`src/rtl/fifo_axis_pkg.sv`:
```
// Shared constants and types for the FIFO-to-AXI-Stream reader.
package fifo_axis_pkg;

    localparam int unsigned BUF_DEPTH = 2;

    typedef logic [1:0] occ_t;

    // Beat counter must represent 0..packet_len-1 with one bit of headroom
    function automatic int unsigned beat_cnt_width(input int unsigned packet_len);
        return $clog2(packet_len) + 1;
    endfunction

endpackage

```
`src/rtl/axis_out_buf.sv`:
```
// Two-entry in-order skid buffer between FIFO read data and the stream output.
module axis_out_buf
    import fifo_axis_pkg::*;
#(
    parameter int unsigned DATA_WIDTH = 8
) (
    input  logic                  i_clk,
    input  logic                  i_a_rst,
    input  logic                  push,
    input  logic [DATA_WIDTH-1:0] push_data,
    input  logic                  pop,
    output logic [DATA_WIDTH-1:0] head_data,
    output occ_t                  occ
);

    logic [DATA_WIDTH-1:0] ent0;
    logic [DATA_WIDTH-1:0] ent1;

    assign head_data = ent0;

    // ent0 is always the head; simultaneous push/pop keeps order by shifting first
    always_ff @(posedge i_clk or posedge i_a_rst) begin
        if (i_a_rst) begin
            ent0 <= '0;
            ent1 <= '0;
            occ  <= '0;
        end else begin
            case ({push, pop})
                2'b10: begin
                    if (occ == occ_t'(0)) begin
                        ent0 <= push_data;
                    end else begin
                        ent1 <= push_data;
                    end
                    occ <= occ + occ_t'(1);
                end
                2'b01: begin
                    ent0 <= ent1;
                    occ  <= occ - occ_t'(1);
                end
                2'b11: begin
                    if (occ == occ_t'(BUF_DEPTH)) begin
                        ent0 <= ent1;
                        ent1 <= push_data;
                    end else begin
                        ent0 <= push_data;
                    end
                end
                default: begin
                end
            endcase
        end
    end

endmodule

```
`src/rtl/fifo_axis_reader.sv`:
```
// Reads a 1-cycle-latency FIFO and presents the words as an AXI-Stream master.
// Define FIFO_AXIS_READER_TLAST_EN to generate tlast every PACKET_LEN beats.
module fifo_axis_reader
    import fifo_axis_pkg::*;
#(
    parameter int unsigned DATA_WIDTH = 8,
    parameter int unsigned PACKET_LEN = 16
) (
    input  logic                  i_clk,
    input  logic                  i_a_rst,
    input  logic                  i_enable,
    input  logic                  i_fifo_empty,
    output logic                  o_fifo_rd_en,
    input  logic [DATA_WIDTH-1:0] i_fifo_rd_data,
    input  logic                  i_fifo_rd_valid,
    output logic [DATA_WIDTH-1:0] o_m_axis_tdata,
    output logic                  o_m_axis_tvalid,
    input  logic                  i_m_axis_tready,
    output logic                  o_m_axis_tlast,
    output logic                  o_seq_err
);

    if (PACKET_LEN < 1) begin : g_bad_packet_len
        $error("fifo_axis_reader: PACKET_LEN must be >= 1");
    end

    occ_t       occ;
    logic       infl;
    logic       pop;
    logic       push;
    logic       stray_valid;
    logic       overflow;
    logic [2:0] pending;

    assign pop             = o_m_axis_tvalid & i_m_axis_tready;
    assign o_m_axis_tvalid = (occ != occ_t'(0));

    // Reserve a buffer slot for every read before it is issued
    assign pending      = 3'(occ) + 3'(infl) - 3'(pop);
    assign o_fifo_rd_en = ~i_a_rst & i_enable & ~i_fifo_empty & (pending < 3'(BUF_DEPTH));

    assign stray_valid = i_fifo_rd_valid & ~infl;
    assign overflow    = i_fifo_rd_valid & infl & (occ == occ_t'(BUF_DEPTH)) & ~pop;
    assign push        = i_fifo_rd_valid & infl & ~overflow;

    axis_out_buf #(
        .DATA_WIDTH(DATA_WIDTH)
    ) u_buf (
        .i_clk     (i_clk),
        .i_a_rst   (i_a_rst),
        .push      (push),
        .push_data (i_fifo_rd_data),
        .pop       (pop),
        .head_data (o_m_axis_tdata),
        .occ       (occ)
    );

    // Latency is exactly one cycle, so the in-flight flag mirrors last cycle's request
    always_ff @(posedge i_clk or posedge i_a_rst) begin
        if (i_a_rst) begin
            infl      <= 1'b0;
            o_seq_err <= 1'b0;
        end else begin
            infl      <= o_fifo_rd_en;
            o_seq_err <= o_seq_err | stray_valid | overflow;
        end
    end

`ifdef FIFO_AXIS_READER_TLAST_EN
    localparam int unsigned BEAT_W = beat_cnt_width(PACKET_LEN);

    logic [BEAT_W-1:0] beat_cnt;

    always_ff @(posedge i_clk or posedge i_a_rst) begin
        if (i_a_rst) begin
            beat_cnt <= '0;
        end else if (pop) begin
            if (beat_cnt == BEAT_W'(PACKET_LEN - 1)) begin
                beat_cnt <= '0;
            end else begin
                beat_cnt <= beat_cnt + BEAT_W'(1);
            end
        end
    end

    assign o_m_axis_tlast = o_m_axis_tvalid & (beat_cnt == BEAT_W'(PACKET_LEN - 1));
`else
    assign o_m_axis_tlast = 1'b0;
`endif

endmodule

```
`config.mk`:
```
export PLATFORM = sky130hd
export DESIGN_NAME = fifo_axis_reader
export DESIGN_NICKNAME = d
export VERILOG_FILES = /design/src/rtl/fifo_axis_pkg.sv /design/src/rtl/axis_out_buf.sv /design/src/rtl/fifo_axis_reader.sv
export SDC_FILE = /design/constraint.sdc
export NUM_CORES = 1
export LEC_CHECK = 0
export BUFFER_PORTS_ARGS = -buffer_cell sky130_fd_sc_hd__clkbuf_2
export CAP_MARGIN = 20
export CORE_MARGIN = 4
export CORE_UTILIZATION = 46
export CTS_CLUSTER_SIZE = 25
export DETAILED_ROUTE_END_ITERATION = 16
export PLACE_DENSITY_LB_ADDON = 0.1
export SYNTH_ARGS = -nofsm -noshare
export SYNTH_HDL_FRONTEND = slang
export SYNTH_HIERARCHICAL = 1
export SYNTH_SLANG_ARGS = --single-unit
```
`constraint.sdc`:
```
create_clock -name i_clk -period 4.9 [get_ports i_clk]
set_clock_uncertainty 0.15 [all_clocks]
set_input_delay 0.245 -clock i_clk [delete_from_list [all_inputs] [get_ports i_clk]]
set_output_delay 0.245 -clock i_clk [all_outputs]
set_load 0.01 [all_outputs]
```
### Yosys cells after proc, flatten, opt, wreduce, memory -nomap -nowiden

Cells that the tools add are included.

* logic and storage cells: 47
* register bits: 20

* bitwise operators: 16
* eq/ne operators: 7
* $lt $le $gt $ge: 1
* $add $sub $neg: 4
* reduce and logical (&&, ||, !) cells: 7
* multiplexer cells: 7

Operator list (number)
* 2-to-1 mux 8 bit: 4
* one-hot mux 8 bit (3 select lines): 1
* one-hot mux 8 bit (2 select lines): 1
* bitwise AND 1 bit: 9
* == test 2 bit (second input constant): 3
* nonzero test 2 bit: 3
* inverter 1 bit: 5
* != test 2 bit (second input constant): 2
* one-hot mux 2 bit (2 select lines): 1
* adder 2 x 1 -> 3 bit: 1
* < comparator 3 x 2 -> 1 bit (second input constant): 1
* AND reduction 3 bit: 1
* nonzero test 3 bit: 1
* subtractor 3 x 1 -> 3 bit: 1
* adder 2 x 1 -> 2 bit (second input constant): 1
* == test 2 x 1 -> 1 bit (second input constant): 1
* zero test 2 bit: 1
* != test 2 x 1 -> 1 bit (second input constant): 1
* OR 1 bit: 2
* AND reduction 2 bit: 1
* subtractor 2 x 1 -> 2 bit (second input constant): 1

### Longest topological paths before layout

* word-level depth: 9
* mapped depth: 9

### Cells and area by module

The synthesis kept the hierarchy.

By module, submodules not included
* axis_out_buf: cells each 83, seq. area each 450.4 µm², times used 1, area each 910.9 µm²
* fifo_axis_reader: cells each 19, seq. area each 50.0 µm², times used 1, area each 176.4 µm²

### Worst setup path after synthesis

No wires, ideal clock.

* kind: reg-to-reg
* start: register u_buf.occ[1]
* end: register u_buf.ent0[0] (netlist: u_buf/head_data[0])
* slack: 2.543 ns
* buffers on the path: 2
* required time: 4.669 ns
* arrival: 2.125 ns
* library setup time: 0.081 ns
* cell stages (with the launch flop): 9
* clock period less this slack: 2.357 ns
* path through: dfrtp_1 > inv_1 > o311a_2 > ha_1 > or3_1 > buf_6 > and2_4 > buf_6 > a31oi_2

* cells in the longest elaborated chain, start to end: 9

RTL lines
* from (decl): line axis_out_buf.sv:13 `output occ_t occ`
* from (signal assigned): line axis_out_buf.sv:35 `occ <= occ + occ_t'(1);`
* from (signal assigned): line axis_out_buf.sv:39 `occ <= occ - occ_t'(1);`
* nonzero test 2 bit: line fifo_axis_reader.sv:36 `assign o_m_axis_tvalid = (occ != occ_t'(0));`
* bitwise AND 1 bit: line fifo_axis_reader.sv:35 `assign pop = o_m_axis_tvalid & i_m_axis_tready;`
* inverter 1 bit: line fifo_axis_reader.sv:43 `assign overflow = i_fifo_rd_valid & infl & (occ == occ_t'(BUF_DEPTH)) & ~pop;`
* bitwise AND 1 bit (*): line fifo_axis_reader.sv:43
* inverter 1 bit (*): line fifo_axis_reader.sv:44 `assign push = i_fifo_rd_valid & infl & ~overflow;`
* bitwise AND 1 bit (*): line fifo_axis_reader.sv:44
* net push: line fifo_axis_reader.sv:30 `logic push;`
* == test 2 bit / == test 2 x 1 -> 1 bit (equally long branches): line axis_out_buf.sv:28 `case ({push, pop})`
* != test 2 x 1 -> 1 bit (no source line) / nonzero test 3 bit (equally long branches)
* AND reduction 2 bit (no source line)
* to (signal assigned): line axis_out_buf.sv:31 `ent0 <= push_data;`
* to (signal assigned): line axis_out_buf.sv:38 `ent0 <= ent1;`
* to (signal assigned): line axis_out_buf.sv:43 `ent0 <= ent1;`
* to (decl): line axis_out_buf.sv:16 `logic [DATA_WIDTH-1:0] ent0;`

The timed path passes the listed nets; every way through them passes the cells marked *.
A chain may end at the register's enable or synchronous reset.

### Worst setup path after layout

* start: register u_buf.occ[0]
* end: output port o_fifo_rd_en

* cells in the longest elaborated chain, start to end: 5

RTL lines
* nonzero test 2 bit: line fifo_axis_reader.sv:36
* bitwise AND 1 bit: line fifo_axis_reader.sv:35
* net pop: line fifo_axis_reader.sv:29 `logic pop;`
* subtractor 3 x 1 -> 3 bit: line fifo_axis_reader.sv:39 `assign pending = 3'(occ) + 3'(infl) - 3'(pop);`
* < comparator 3 x 2 -> 1 bit: line fifo_axis_reader.sv:40 `assign o_fifo_rd_en = ~i_a_rst & i_enable & ~i_fifo_empty & (pending < 3'(BUF_DEPTH));`
* bitwise AND 1 bit: line fifo_axis_reader.sv:40
* to (decl): line fifo_axis_reader.sv:13 `output logic o_fifo_rd_en,`

The timed path passes the listed nets, and every way through them passes these cells.

==> metrics.txt <==
area grow syn2layout=13.7%; total wire length=2060 µm; Synth area leaders=dfrtp_1, mux2_2, a31oi_1; cell count after synthesis=102; final net count=144; maximum clock path buffer count=2; Root Buffer=clkbuf_4; Syn Nets=120; Tot GR Track Use=0.144; Required @ worst endpoint=4510 ps; TritonCTS clock tree=done; share of cells above drive strength 1=0.331; CP top delay family=flip-flops; final slew viol count=0; Synth top cells by count=dfrtp_1, a21oi_1, mux2_2, nand3_1, o21ai_0; WHS Path Cells=3; WS Path Type=flip-flop to output pin; synth unique cells=33; Hold Path End=infl; multi-input logic area=515 µm²; Synth Area per Inst=10.7 µm²; TNS Setup=0 ps; Worst VDD drop=0.230 mV; Fmax=359 MHz; core area=2230 µm²; Reg2Reg Depth=5; pwr dens=515 nW/µm²; Yosys warnings=6; Cell Area, Synth=1090 µm²; Post-synth EDFFs=0; # setup viols final=0; Least-Margin Pin Slew=673 ps; Crit Reg-Reg Startpoint=u_buf/occ[1]; P_leak=0.574 nW; HP Class=primary input to flip-flop; Final period util=0.568; Starting Density=0.487; initial drt markers=33; H-tree levels=1; die area=3210 µm²; register area share after synthesis=0.460; Final min period=2780 ps; Hold Startpoint=i_enable; setup bufs post-CTS=0; Die X=56.6 µm; Synth top area share=0.460; clk slew on worst S/H paths=100 ps; crit path max-delay cell type=dfrtp_1; post-layout utilization of the core=0.554; CP max stage delay=550 ps; GRT overflow=0; largest net degree at the start of global routing=19; outcome=finished, final reports clean; ANT nets after route=0; drt pass-1 iters=4; I/O pin count=26; number of global-route vias before repair=805; initial antenna violation count=0; Clk Latency, worst-skew pair=290 ps; clock sinks=20; largest area contributor in the netlist=dfrtp_1; per-cell routed wire length=13.5 µm; diode count=0; final hold vios=0; HPWL Detailed=1630 µm; via/cell ratio=5.49; die height=56.6 µm; Synth Flop Type=dfrtp_1; synthesized flop and latch total=20; global-route wire length before repair=3600 µm; Max transition margin=0.551; Sequential Area=500 µm²; Post-synth ARST share=1.00; R2R Path End=u_buf/ent1[4]; WP buf/inv=1; Filler Cell Count=209; total CTS buffers=3; Final GP Congestion=0.773; count leader, synth=dfrtp_1; Vias=835; r2r setup slk=2430 ps; Max FO, Critical Path=12; # DRC=0; Crit. End Element=output pin; max-cap viol count=0; Rows=17; RSZ-0062 raised after global routing=no; startpoint types=flip-flop; Worst EP arrival=2390 ps; critical path cell sequence=o21a_1, and2_1, fa_1, nand2_1, nor4_1, clkbuf_2; number of buffers added on ports=24
## worst register-to-register path, delay by kind of cell (launching register included)
| family | cells | cell delay, ps |
|---|---|---|
| buffers and inverters | 1 | 70 |
| muxes | 1 | 400 |
| AOI/OAI and AO/OA | 2 | 880 |
| adders and majority gates | 1 | 270 |
| DFF | 1 | 590 |
## placed cells by master, fill, tap and decap left out
cell           Yosys  final
and2_4             1      1
xnor2_1            2      2
o21ai_2            1      1
o21ai_0            8      8
a211o_1            1      1
o311a_2            1      1
nand2_1            2      2
and2_1             1      1
inv_1              6      6
nor4_1             1      1
a31oi_2            1      1
conb_1             1      1
dlygate4sd3_1      0      2
fa_1               1      1
nand2b_1           1      1
mux2_2             8      8
a211oi_4           1      1
clkbuf_4           0      3
o21a_1             1      1
ha_1               3      3
nand3_1            8      8
and3b_1            1      1
clkbuf_2           0     24
nor2_1             3      3
or2_2              1      1
and4bb_1           1      1
xor2_1             3      3
or3_1              1      1
nand3b_1           1      1
dfrtp_1           20     20
a21oi_1            8      8
a31oi_1            7      7
## what timing repair did
action	4_1_cts	5_1_grt
gates resized for setup	0	0
hold buffers	2	0
hold endpoints to repair	21	0
## area by class of cell
| cell class | instances | area share |
|---|---|---|
| Clock buffer | 3 | 0.0182 |
| Tap cell | 28 | 0.0283 |
| Multi-Input combinational cell | 69 | 0.417 |
| Inverter | 6 | 0.0182 |
| Sequential cell | 20 | 0.405 |
| Timing Repair Buffer | 26 | 0.113 |
## cells by family (layout without fill, tap and decap cells)
family                   after synthesis  count (layout)  synth area share
flip-flops                            20              20             0.460
XOR/XNOR                               5               5            0.0403
AO/OA/AOI/OAI                         29              29             0.177
other                                  1               1           0.00345
adder cells (fa/ha/maj)                4               4            0.0529
buffers and inverters                 13              35            0.0656
AND/OR/NAND/NOR                       22              22             0.117
multiplexers                           8               8            0.0829
## sequential cells by signal (all words and copies together), names as in the netlist
name             count
u_buf/head_data      8
u_buf/occ            2
infl                 1
o_seq_err            1
u_buf/ent1           8
## metrics by stage
step,std cells,area (µm²),hold WS (ps),setup slack (ps),total power [mW]
6_report,152,1240,13.2,2120,0.637
5_1_grt,152,1240,31.0,1900,0.690
4_1_cts,152,1240,3.27,2090,0.646
3_5_place_dp,147,1190,-33.4,2440,0.567
3_3_place_gp,147,1190,-42.2,2470,0.564
2_1_floorplan,102,1090,-164,2540,0.499
## per-layer routing
metal  GRT usage  up-vias  share of wire
met3      0.0552        4          0.080
met2       0.226       31           0.44
met1       0.183      395           0.47
met5           0        -              0
li1            -      405              -
met4      0.0407        0          0.012
## where the power goes
part           internal [mW]  leakage, nW  switching, mW
combinational          0.130        0.317          0.138
clock                 0.0286       0.0138         0.0447
sequential             0.231        0.243         0.0641
## worst max path at each step
stage,from,end,slack (ps),depth (start not counted)
floorplan,u_buf/occ[1],u_buf/head_data[0],2540,8
detailed placement,u_buf/occ[1],u_buf/head_data[1],2440,6
global placement,u_buf/occ[0],o_fifo_rd_en,2470,6
global route,u_buf/occ[0],o_fifo_rd_en,1900,6
finish,u_buf/occ[0],o_fifo_rd_en,2120,6
CTS,u_buf/occ[0],o_fifo_rd_en,2090,6
Note: power is estimated with default switching activity, not from simulation.
